$ cat config.mk
export PLATFORM = sky130hd
export DESIGN_NAME = sn_seq_ctrl_flat
export DESIGN_NICKNAME = d
export VERILOG_FILES = /design/src/rtl/sn_seq_ctrl_if.sv /design/src/rtl/sn_seq_ctrl.sv /design/src/flat_wrapper.sv
export SDC_FILE = /design/constraint.sdc
export NUM_CORES = 1
export LEC_CHECK = 0
export ABC_CLOCK_PERIOD_IN_PS = 3000
export CAP_MARGIN = 20
export CORE_ASPECT_RATIO = 1.25
export CORE_UTILIZATION = 28
export CTS_CLUSTER_SIZE = 20
export DETAILED_ROUTE_END_ITERATION = 6
export PLACE_DENSITY = 0.46
export SYNTH_ARGS = -nofsm -noshare
export SYNTH_HDL_FRONTEND = slang
export SYNTH_SLANG_ARGS = --single-unit
$ cat constraint.sdc
create_clock -name CLK -period 3 [get_ports CLK]
set_input_delay 0.3 -clock CLK [delete_from_list [all_inputs] [get_ports CLK]]
set_output_delay 0.3 -clock CLK [all_outputs]
set_load 0.1 [all_outputs]
$ cat src/rtl/sn_seq_ctrl_if.sv
// Host and generator-bank signal bundle for sn_seq_ctrl.
//
// slave  : the sequencer (receives host commands and SN_RESULT, drives status and generator bus)
// master : the host / surrounding logic (drives commands and SN_RESULT, observes outputs)
//
// Signals:
//   CFG_WE, CFG_ADDR, CFG_DATA : seed/threshold table write port
//   START, LEN, ABORT          : operation control
//   BUSY, RES_VALID, RES_COUNT : status and result
//   RES_ACK                    : host accepts result
//   GEN_DATA, GEN_SEED_WE,
//   GEN_COMP_WE, GEN_EN        : shared generator bus
//   SN_RESULT                  : stochastic result bit from downstream logic
interface sn_seq_ctrl_if #(
  parameter int unsigned NUM_GEN = 4
);
  localparam int unsigned AW = $clog2(2 * NUM_GEN);

  logic               CFG_WE;
  logic [AW-1:0]      CFG_ADDR;
  logic [31:0]        CFG_DATA;
  logic               START;
  logic [31:0]        LEN;
  logic               ABORT;
  logic               BUSY;
  logic               RES_VALID;
  logic [31:0]        RES_COUNT;
  logic               RES_ACK;
  logic [31:0]        GEN_DATA;
  logic [NUM_GEN-1:0] GEN_SEED_WE;
  logic [NUM_GEN-1:0] GEN_COMP_WE;
  logic               GEN_EN;
  logic               SN_RESULT;

  modport slave (
    input  CFG_WE, CFG_ADDR, CFG_DATA, START, LEN, ABORT, RES_ACK, SN_RESULT,
    output BUSY, RES_VALID, RES_COUNT, GEN_DATA, GEN_SEED_WE, GEN_COMP_WE, GEN_EN
  );

  modport master (
    output CFG_WE, CFG_ADDR, CFG_DATA, START, LEN, ABORT, RES_ACK, SN_RESULT,
    input  BUSY, RES_VALID, RES_COUNT, GEN_DATA, GEN_SEED_WE, GEN_COMP_WE, GEN_EN
  );
endinterface

$ cat src/rtl/sn_seq_ctrl.sv
// Sequencer for a bank of NUM_GEN stochastic number generators.
//
// Holds a host-written table of seeds/thresholds (entry 2g = seed of gen g, 2g+1 = threshold),
// replays it onto the shared generator bus, enables the generators for LEN cycles and counts
// the 1s on SN_RESULT that line up with enabled cycles (RES_LAT cycles later). The count is
// offered to the host with RES_VALID until RES_ACK.
//
// Ports:
//   CLK : clock
//   RST : synchronous reset, active-high
//   bus : sn_seq_ctrl_if slave modport (host command/result and generator bus)
module sn_seq_ctrl #(
  parameter int unsigned NUM_GEN = 4,
  parameter int unsigned RES_LAT = 1
) (
  input logic          CLK,
  input logic          RST,
  sn_seq_ctrl_if.slave bus
);

  localparam int unsigned NUM_WORDS = 2 * NUM_GEN;
  localparam int unsigned AW        = $clog2(NUM_WORDS);
  localparam int unsigned DW        = $clog2(RES_LAT + 1);
  localparam logic [AW-1:0] LAST_IDX = AW'(NUM_WORDS - 1);

  typedef enum logic [2:0] {StIdle, StLoad, StRun, StDrain, StDone} state_e;

  state_e             state_q;
  logic [31:0]        tbl_q [NUM_WORDS];
  logic [AW-1:0]      idx_q;
  logic [31:0]        len_q;
  logic [31:0]        run_cnt_q;
  logic [DW-1:0]      drain_cnt_q;
  logic [RES_LAT-1:0] en_line_q;
  logic [31:0]        res_count_q;
  logic               res_valid_q;
  logic [31:0]        gen_data_q;
  logic [NUM_GEN-1:0] seed_we_q;
  logic [NUM_GEN-1:0] comp_we_q;
  logic               gen_en_q;

  logic [AW-1:0]      idx_nxt;
  logic               cfg_hit;
  logic [31:0]        first_word;

  function automatic logic [NUM_GEN-1:0] gen_sel(input logic [AW-1:0] k);
    return NUM_GEN'(1) << (k >> 1);
  endfunction

  always_comb begin
    idx_nxt = idx_q + AW'(1);
    cfg_hit = (state_q == StIdle) && bus.CFG_WE && (32'(bus.CFG_ADDR) < NUM_WORDS);
    // A write to entry 0 in the START cycle must already appear on the first LOAD word.
    first_word = (cfg_hit && (bus.CFG_ADDR == '0)) ? bus.CFG_DATA : tbl_q[0];
  end

  always_ff @(posedge CLK) begin
    if (RST) begin
      state_q     <= StIdle;
      for (int i = 0; i < int'(NUM_WORDS); i++) tbl_q[i] <= '0;
      idx_q       <= '0;
      len_q       <= '0;
      run_cnt_q   <= '0;
      drain_cnt_q <= '0;
      en_line_q   <= '0;
      res_count_q <= '0;
      res_valid_q <= 1'b0;
      gen_data_q  <= '0;
      seed_we_q   <= '0;
      comp_we_q   <= '0;
      gen_en_q    <= 1'b0;
    end else begin
      // EN delay line aligns each enabled cycle with its SN_RESULT sample.
      en_line_q[0] <= gen_en_q;
      for (int i = 1; i < int'(RES_LAT); i++) en_line_q[i] <= en_line_q[i-1];

      if (en_line_q[RES_LAT-1] && bus.SN_RESULT) res_count_q <= res_count_q + 32'd1;

      if (cfg_hit) tbl_q[bus.CFG_ADDR] <= bus.CFG_DATA;

      unique case (state_q)
        StIdle: begin
          if (bus.START) begin
            len_q       <= bus.LEN;
            res_count_q <= '0;
            idx_q       <= '0;
            gen_data_q  <= first_word;
            seed_we_q   <= NUM_GEN'(1);
            comp_we_q   <= '0;
            state_q     <= StLoad;
          end
        end
        StLoad: begin
          if (idx_q == LAST_IDX) begin
            gen_data_q <= '0;
            seed_we_q  <= '0;
            comp_we_q  <= '0;
            if (len_q != 32'd0) begin
              gen_en_q  <= 1'b1;
              run_cnt_q <= len_q;
              state_q   <= StRun;
            end else begin
              drain_cnt_q <= DW'(RES_LAT);
              state_q     <= StDrain;
            end
          end else begin
            idx_q      <= idx_nxt;
            gen_data_q <= tbl_q[idx_nxt];
            seed_we_q  <= idx_nxt[0] ? '0 : gen_sel(idx_nxt);
            comp_we_q  <= idx_nxt[0] ? gen_sel(idx_nxt) : '0;
          end
        end
        StRun: begin
          if (run_cnt_q == 32'd1) begin
            gen_en_q    <= 1'b0;
            drain_cnt_q <= DW'(RES_LAT);
            state_q     <= StDrain;
          end else begin
            run_cnt_q <= run_cnt_q - 32'd1;
          end
        end
        StDrain: begin
          if (drain_cnt_q == DW'(1)) begin
            res_valid_q <= 1'b1;
            state_q     <= StDone;
          end else begin
            drain_cnt_q <= drain_cnt_q - DW'(1);
          end
        end
        StDone: begin
          if (bus.RES_ACK) begin
            res_valid_q <= 1'b0;
            state_q     <= StIdle;
          end
        end
        default: state_q <= StIdle;
      endcase

      // Abort overrides everything above; clearing the delay line keeps stale samples
      // out of the next run's count.
      if (bus.ABORT && (state_q != StIdle)) begin
        state_q     <= StIdle;
        gen_en_q    <= 1'b0;
        gen_data_q  <= '0;
        seed_we_q   <= '0;
        comp_we_q   <= '0;
        res_valid_q <= 1'b0;
        en_line_q   <= '0;
      end
    end
  end

  assign bus.BUSY        = (state_q != StIdle);
  assign bus.RES_VALID   = res_valid_q;
  assign bus.RES_COUNT   = res_count_q;
  assign bus.GEN_DATA    = gen_data_q;
  assign bus.GEN_SEED_WE = seed_we_q;
  assign bus.GEN_COMP_WE = comp_we_q;
  assign bus.GEN_EN      = gen_en_q;

endmodule

$ cat src/flat_wrapper.sv
// flat-port wrapper written by rule: the top's interface ports become plain ports
module sn_seq_ctrl_flat 
#(
  parameter int unsigned NUM_GEN = 4,
  parameter int unsigned RES_LAT = 1
)
  (CLK, RST, bus_CFG_WE, bus_CFG_ADDR, bus_CFG_DATA, bus_START, bus_LEN, bus_ABORT, bus_RES_ACK, bus_SN_RESULT, bus_BUSY, bus_RES_VALID, bus_RES_COUNT, bus_GEN_DATA, bus_GEN_SEED_WE, bus_GEN_COMP_WE, bus_GEN_EN);
  sn_seq_ctrl_if #(.NUM_GEN(NUM_GEN)) bus_i ();
  input logic CLK;
  input logic RST;
  input wire logic [$bits(bus_i.CFG_WE)-1:0] bus_CFG_WE;
  input wire logic [$bits(bus_i.CFG_ADDR)-1:0] bus_CFG_ADDR;
  input wire logic [$bits(bus_i.CFG_DATA)-1:0] bus_CFG_DATA;
  input wire logic [$bits(bus_i.START)-1:0] bus_START;
  input wire logic [$bits(bus_i.LEN)-1:0] bus_LEN;
  input wire logic [$bits(bus_i.ABORT)-1:0] bus_ABORT;
  input wire logic [$bits(bus_i.RES_ACK)-1:0] bus_RES_ACK;
  input wire logic [$bits(bus_i.SN_RESULT)-1:0] bus_SN_RESULT;
  output wire logic [$bits(bus_i.BUSY)-1:0] bus_BUSY;
  output wire logic [$bits(bus_i.RES_VALID)-1:0] bus_RES_VALID;
  output wire logic [$bits(bus_i.RES_COUNT)-1:0] bus_RES_COUNT;
  output wire logic [$bits(bus_i.GEN_DATA)-1:0] bus_GEN_DATA;
  output wire logic [$bits(bus_i.GEN_SEED_WE)-1:0] bus_GEN_SEED_WE;
  output wire logic [$bits(bus_i.GEN_COMP_WE)-1:0] bus_GEN_COMP_WE;
  output wire logic [$bits(bus_i.GEN_EN)-1:0] bus_GEN_EN;
  assign bus_i.CFG_WE = bus_CFG_WE;
  assign bus_i.CFG_ADDR = bus_CFG_ADDR;
  assign bus_i.CFG_DATA = bus_CFG_DATA;
  assign bus_i.START = bus_START;
  assign bus_i.LEN = bus_LEN;
  assign bus_i.ABORT = bus_ABORT;
  assign bus_i.RES_ACK = bus_RES_ACK;
  assign bus_i.SN_RESULT = bus_SN_RESULT;
  assign bus_BUSY = bus_i.BUSY;
  assign bus_RES_VALID = bus_i.RES_VALID;
  assign bus_RES_COUNT = bus_i.RES_COUNT;
  assign bus_GEN_DATA = bus_i.GEN_DATA;
  assign bus_GEN_SEED_WE = bus_i.GEN_SEED_WE;
  assign bus_GEN_COMP_WE = bus_i.GEN_COMP_WE;
  assign bus_GEN_EN = bus_i.GEN_EN;
  sn_seq_ctrl #(.NUM_GEN(NUM_GEN), .RES_LAT(RES_LAT)) u_core (.CLK(CLK), .RST(RST), .bus(bus_i));
endmodule
==> impl_metrics.py <==
metrics = {
    "cells_and_area": {
        "area_growth_pct": 22.0,
        "nNetsFinal": 1961,
        "drive_gt1_share_pct": 14.4,
        "design_area_um2": 22800,
        "final_cells": 2776,
    },
    "synthesis": {
        "synthCells": 1750,
        "syn_area_um2": 18700,
        "ys_types": 54,
        "yosysWarnings": 0,
        "synthesis.area_per_instance_um2": 10.7,
        "synth_edf_count": 256,
        "ys.flop_type": "edfxtp_1",
        "synthesis.nets": 1829,
        "postSynth.asyncResetShare_pct": 0,
        "ys_ff_latch": 402,
        "ys_seq_area_share_pct": 56.7,
    },
    "worst_hold_path": {
        "hold_path.class": "in -> reg",
    },
    "pwr": {
        "irDropWorstVdd_mv": 0.364,
        "p_per_area_nw_per_um2": 614,
        "leakagePower_nw": 8.42,
    },
    "worst_setup_path": {
        "worstPathCellList": "or4_1 -> or4_4 -> or4_4 -> a21o_2 -> o211ai_1 -> a21oi_1",
        "worstPathRequired_ns": 3.43,
        "worstSetupPathType": "reg -> reg",
        "slowest_delay_ns": 0.60,
        "path_max_fanout": 20,
        "worst_path_most_repeated_cell": "or4_4",
        "crit_arrival_ns": 3.28,
        "worstSetupStartpointType": "flip-flop",
        "cp-end-kind": "flip-flop",
        "crit_path_top_delay_cell": "or4_4",
    },
    "clocking": {
        "cts-root-buf": "clkbuf_16",
        "clkTransAtPathRegs_ns": 0.06,
        "h-tree-depth": 2,
        "cts_resized": 0,
        "tritoncts": "built",
        "insertion_delay_ns": 0.59,
        "numCtsBuffers": 46,
        "clock_path_buffers": 3,
        "cts_setup_buffers": 0,
        "clock-sinks": 402,
        "holdBufCountCts": 0,
    },
    "detailed_routing": {
        "routed.top_layer": "met5",
        "dr_wl_met3_um": 2670,
        "wl_met2_um": 27400,
        "wl_met1_um": 24100,
        "drc": 0,
        "drtIter0Drc": 658,
        "vias_per_cell": 4.94,
        "wl_um": 55600,
        "firstDrtPassIters": 5,
        "vias": 13700,
        "wl_per_cell_um": 20.0,
        "antenna_left": 0,
    },
    "floorplanning": {
        "die_h_um": 291,
        "start_util_pct": 28.4,
        "core_um2": 65800,
        "dieArea_um2": 67900,
        "die_w_um": 233,
        "pin_count": 149,
        "std_cell_rows": 105,
    },
    "global_routing": {
        "antenna_found_initial": 6,
        "grt.total_usage_pct": 16.3,
        "grt_pass1_vias": 13800,
        "grt_max_degree": 107,
        "grt_pass1_wl_um": 84000,
        "grt.overflow.total": 0,
    },
    "place": {
        "dp_hpwl_um": 33700,
        "port_buffers": 148,
        "dp_cells": 2690,
        "place_area_um2": 21300,
        "gp_congestion": 0.794,
        "dp_slack_ns": 0.156,
    },
    "timing": {
        "finalCriticalPeriod_ns": 2.85,
        "finalWorstSetupSlack_ns": 0.152,
        "holdWs_ns": 0.157,
        "finalHoldViolations": 0,
        "setup-tns-final_ns": 0,
        "period_share_pct": 94.9,
        "slew_headroom_pct": 30.1,
        "slew_violations": 0,
        "rsz0062_at_grt": "no",
        "fmax_ghz": 0.351,
        "final.setup_skew_ns": 0.0165,
        "worst_pin_slew_ns": 1.05,
        "finalSetupViolations": 0,
    },
    "outcome": {
        "outcome": "finished clean",
    },
    "run": {
        "cap_violations": 0,
    },
}
==> cell usage after synthesis, types with 34 or more instances <==
cell type,number,area share (%)
and2_1,261,8.7
edfxtp_1,256,41
nand2_1,170,3.4
dfxtp_1,146,16
a21oi_1,121,3.2
clkbuf_1,120,2.4
o21ai_0,98,2.6
mux2i_1,97,5.2
nor2_1,81,1.6
nor3_1,57,1.5
a22o_1,34,1.6
==> metal layers <==
metal	vias to the layer above	track usage, %
li1	6586	-
met3	84	2.88
met5	-	0
met4	8	4.69
met2	279	28.5
met1	6758	20.2
==> cells by family after synthesis <==
group / count (synthesis) / share of synthesized area (%)
compound gates: 371 / 12.7
xor+xnor: 29 / 1.36
fa+ha+maj: 5 / 0.334
buf+inv: 140 / 2.95
flops: 402 / 56.7
mux: 129 / 7.11
simple gates: 674 / 18.9
==> report_power, final <==
part	internal (W)	total, W	switching, W
sequential	0.00613	0.00625	0.000113
clock	0.00334	0.00570	0.00236
combinational	0.000651	0.00210	0.00145
==> state kept, by name, indices dropped and copies added (netlist names) <==
signal                  flops
u_core.idx_q                3
u_core.drain_cnt_q          1
u_core.bus.GEN_EN           1
u_core.bus.RES_COUNT       32
u_core.len_q               32
u_core.state_q              3
u_core.tbl_q              256
u_core.bus.RES_VALID        1
u_core.bus.GEN_COMP_WE      4
u_core.en_line_q            1
u_core.bus.GEN_DATA        32
u_core.bus.GEN_SEED_WE      4
u_core.run_cnt_q           32
==> worst paths after layout <==
check | startpoint | endpoint | slack [ns] | cells past startpoint
min | RST | u_core.idx_q[1] | 0.16 | 2
min reg2reg | u_core.bus.GEN_SEED_WE[3] | u_core.bus.GEN_SEED_WE[3] | 0.46 | 2
max | u_core.run_cnt_q[22] | u_core.run_cnt_q[1] | 0.15 | 6
max reg2reg | u_core.run_cnt_q[22] | u_core.run_cnt_q[1] | 0.15 | 6
==> cells in the final DEF, fill, tap and decap left out, types with 4 or more instances in the layout <==
cell type,n
a21o_1,7
a21oi_1,120
a221oi_1,32
a22o_1,34
a22oi_1,6
a31oi_1,7
and2_1,261
and3_1,7
and4_1,5
buf_12,14
buf_4,126
clkbuf_1,13
clkbuf_16,48
clkbuf_8,12
clkdlybuf4s50_1,72
clkinv_2,6
dfxtp_1,145
edfxtp_1,256
inv_1,11
mux2_2,32
mux2i_1,97
nand2_1,168
nand2b_1,5
nand3_1,21
nand4_1,11
nor2_1,78
nor2b_1,6
nor3_1,56
nor4_1,12
o21a_1,4
o21ai_0,98
o22a_1,32
o31ai_1,7
o32ai_1,4
o41ai_1,4
or2_2,9
or3_1,9
xnor2_1,15
xor2_1,14
==> worst max-delay path, delay by kind of cell, from the launching register on <==
| family | cells | cell delay (ns) |
|---|---|---|
| AOI/OAI and AO/OA | 3 | 0.65 |
| and+or+nand+nor | 3 | 1.70 |
| DFF | 1 | 0.35 |
==> area by class of cell <==
cell class	instances	area (um^2)
antenna	1	2.50
clock inverter	11	98.8
fill	6592	43000
tap	856	1070
inverter	11	41.3
timing repair buffer	213	1950
multi-input combinational	1208	7650
sequential	402	10600
clock buffer	74	1420
==> through the flow <==
step	power (W)	utilization, %
after floorplan	0.00770	-
after global placement	0.00848	32.4
after detailed placement	0.00849	32.4
after CTS	0.0142	34.7
after global routing	0.0146	34.7
final	0.0140	34.7
Note: power is estimated with default switching activity, not from simulation.
==> RTL edit (same settings) <==
Reset style: asynchronous (`RST`), changed in one clocked block. Comments in the files are not updated.
--- a/src/rtl/sn_seq_ctrl.sv
+++ b/src/rtl/sn_seq_ctrl.sv
@@ -55,5 +55,5 @@
   end
 
-  always_ff @(posedge CLK) begin
+  always_ff @(posedge CLK or posedge RST) begin
     if (RST) begin
       state_q     <= StIdle;
Formal check against the unedited RTL: differs if RST is asserted again (counterexample within 4 cycles, from zero or initial values and one cycle with RST high); with RST held inactive, the same outputs for 4 cycles.
==> RTL edit against the original RTL <==
  * Sequential cell count did not move
  * Cell area rose by 2.3%
  * Wire length fell by 0.89%
  * Count of clock-buffer cells in the layout fell by 5
  * Area after synthesis rose by 1.5%
  * Worst setup slack improved by 300 ps
  * First-iteration DRC count fell by 21%
  * Critical path type unchanged
Power is not compared: it rests on default switching activity, and its combinational part moved more than twofold at a synthesized area within 25%.
==> RTL edit: results <==
export IMPL_synth_async_reset_ratio_pct=100
export IMPL_worstHoldPathType="in -> async"
export IMPL_synth_fa_ha_area_share_pct=0.329
export IMPL_slowest_stage="dfrtp_1"
export IMPL_synth_fp_nets=1574
export IMPL_dp_cells=2464
export IMPL_dr_pass1_iters=5
export IMPL_synth_compound_area_share_pct=9.83
export IMPL_cts_made_buffers=47
export IMPL_antenna_found_initial=3
export IMPL_instances_no_fill=2551
export IMPL_power_leakage_nw=9.77
export IMPL_cts_max_level=2
export IMPL_place_hpwl_mm=33.8
export IMPL_post_cts_setup_buffers=0
export IMPL_regMostFlops="u_core.tbl_q"
export IMPL_grt_pass1_vias=13954
export IMPL_largest_register_ffs=256
export IMPL_ys_types=68
export IMPL_yosys_top_cells_area="dfrtp_1 53%, mux2_2 18%, mux4_2 4.5%"
export IMPL_achievable_frequency_ghz=0.392
export IMPL_synthXorXnorAreaFrac_pct=1.01
export IMPL_arrival_ps=2990
export IMPL_crit_family="simple AND/OR/NAND/NOR gates"
export IMPL_slew_headroom_pct=27.5
export IMPL_outcome="finished, final reports clean"
export IMPL_wl_per_cell_um=21.6
export IMPL_drive_gt1_share_pct=35.3
export IMPL_path_max_fanout=8
export IMPL_r2r_slack_ps=450
export IMPL_cts_buffer_depth=3
export IMPL_synthFlopType="dfrtp_1"
export IMPL_num_nets_final=1728
export IMPL_place_congestion=0.783
export IMPL_grt_use_total_pct=16.3
export IMPL_vias_per_cell=5.11
export IMPL_place_ws_ps=424
export IMPL_grt_pass1_wl_mm=86.7
export IMPL_ys_seq_area_share_pct=53.0
export IMPL_port_buffers=148
export IMPL_cts_repair_resized=0
export IMPL_synth_common_cells="402 x dfrtp_1, 304 x mux2_2, 78 x nand2_1"
export IMPL_grt_max_degree=92
export IMPL_fin_skew_ps=16.1
export IMPL_grt_remaining_overflow=0
export IMPL_crit_path_max_incr_delay_ps=470
export IMPL_clk_latency_ps=600
export IMPL_synthMuxAreaShare_pct=24.7
export IMPL_place_area_um2=21700
export IMPL_detailedRoute_firstIterationViolations=518
export IMPL_clockRootBuffer="clkbuf_16"
export IMPL_peakVddDrop_v=0.000767
export IMPL_yosys_warnings=0
export IMPL_syn_avg_cell_area_um2=12.7
==> RTL edit: changes by cell type after synthesis, sizes merged, moves of 38 or more <==
cell and delta:
dfrtp +402, mux2 +272, and2 -257, edfxtp -256, dfxtp -146, nand2 -92
o21ai -70, a21oi -67, clkbuf -61, mux2i -55, buf +38, mux4 +38
==> RTL edit: worst paths after layout <==
| kind | end | depth (start not counted) | start |
|---|---|---|---|
| setup / recovery | u_core.run_cnt_q[28] | 8 | u_core.run_cnt_q[0] |
| setup reg to reg | u_core.run_cnt_q[28] | 8 | u_core.run_cnt_q[0] |
| hold reg to reg | u_core.bus.GEN_COMP_WE[3] | 2 | u_core.bus.GEN_COMP_WE[3] |
| min in group CLK | u_core.len_q[22] | 2 | bus_LEN[22] |
| hold / removal | u_core.tbl_q[7] | 2 | RST |
| max in group asynchronous | u_core.tbl_q[46] | 3 | RST |
==> RTL edit: metal layers <==
layer | routed length [um] | global-route usage (%)
met5 | 18 | 0
met4 | 1440 | 5.01
met3 | 2470 | 3.31
met2 | 26600 | 27.2
met1 | 24600 | 21.1
==> RTL edit: metrics by stage <==
step | hold WS [ps] | utilization [%] | TNS (ps)
floorplan | 442 | - | -1090920
global placement | 474 | 32.4 | 0
detailed placement | 485 | 32.4 | 0
CTS | 69.8 | 34.9 | 0
global route | 102 | 34.9 | 0
finish | 99.8 | 34.9 | 0
==> RTL edit: layout make-up <==
class                   count  area [um^2]
clock buffers              69         1440
diodes                      1         2.50
fillers                  6512        43600
clock inverters            17          254
multi-input cells         972         8480
inverters                  15         60.1
well taps                 864         1080
repair buffers            211         1990
flip-flops and latches    402        10100
==> RTL edit: where the power goes <==
part	internal [W]	leakage, nW	total [W]	switching [W]
clock	0.00377	0.844	0.00620	0.00244
sequential	0.00784	4.98	0.00943	0.00159
combinational	0.00541	3.94	0.0119	0.00652
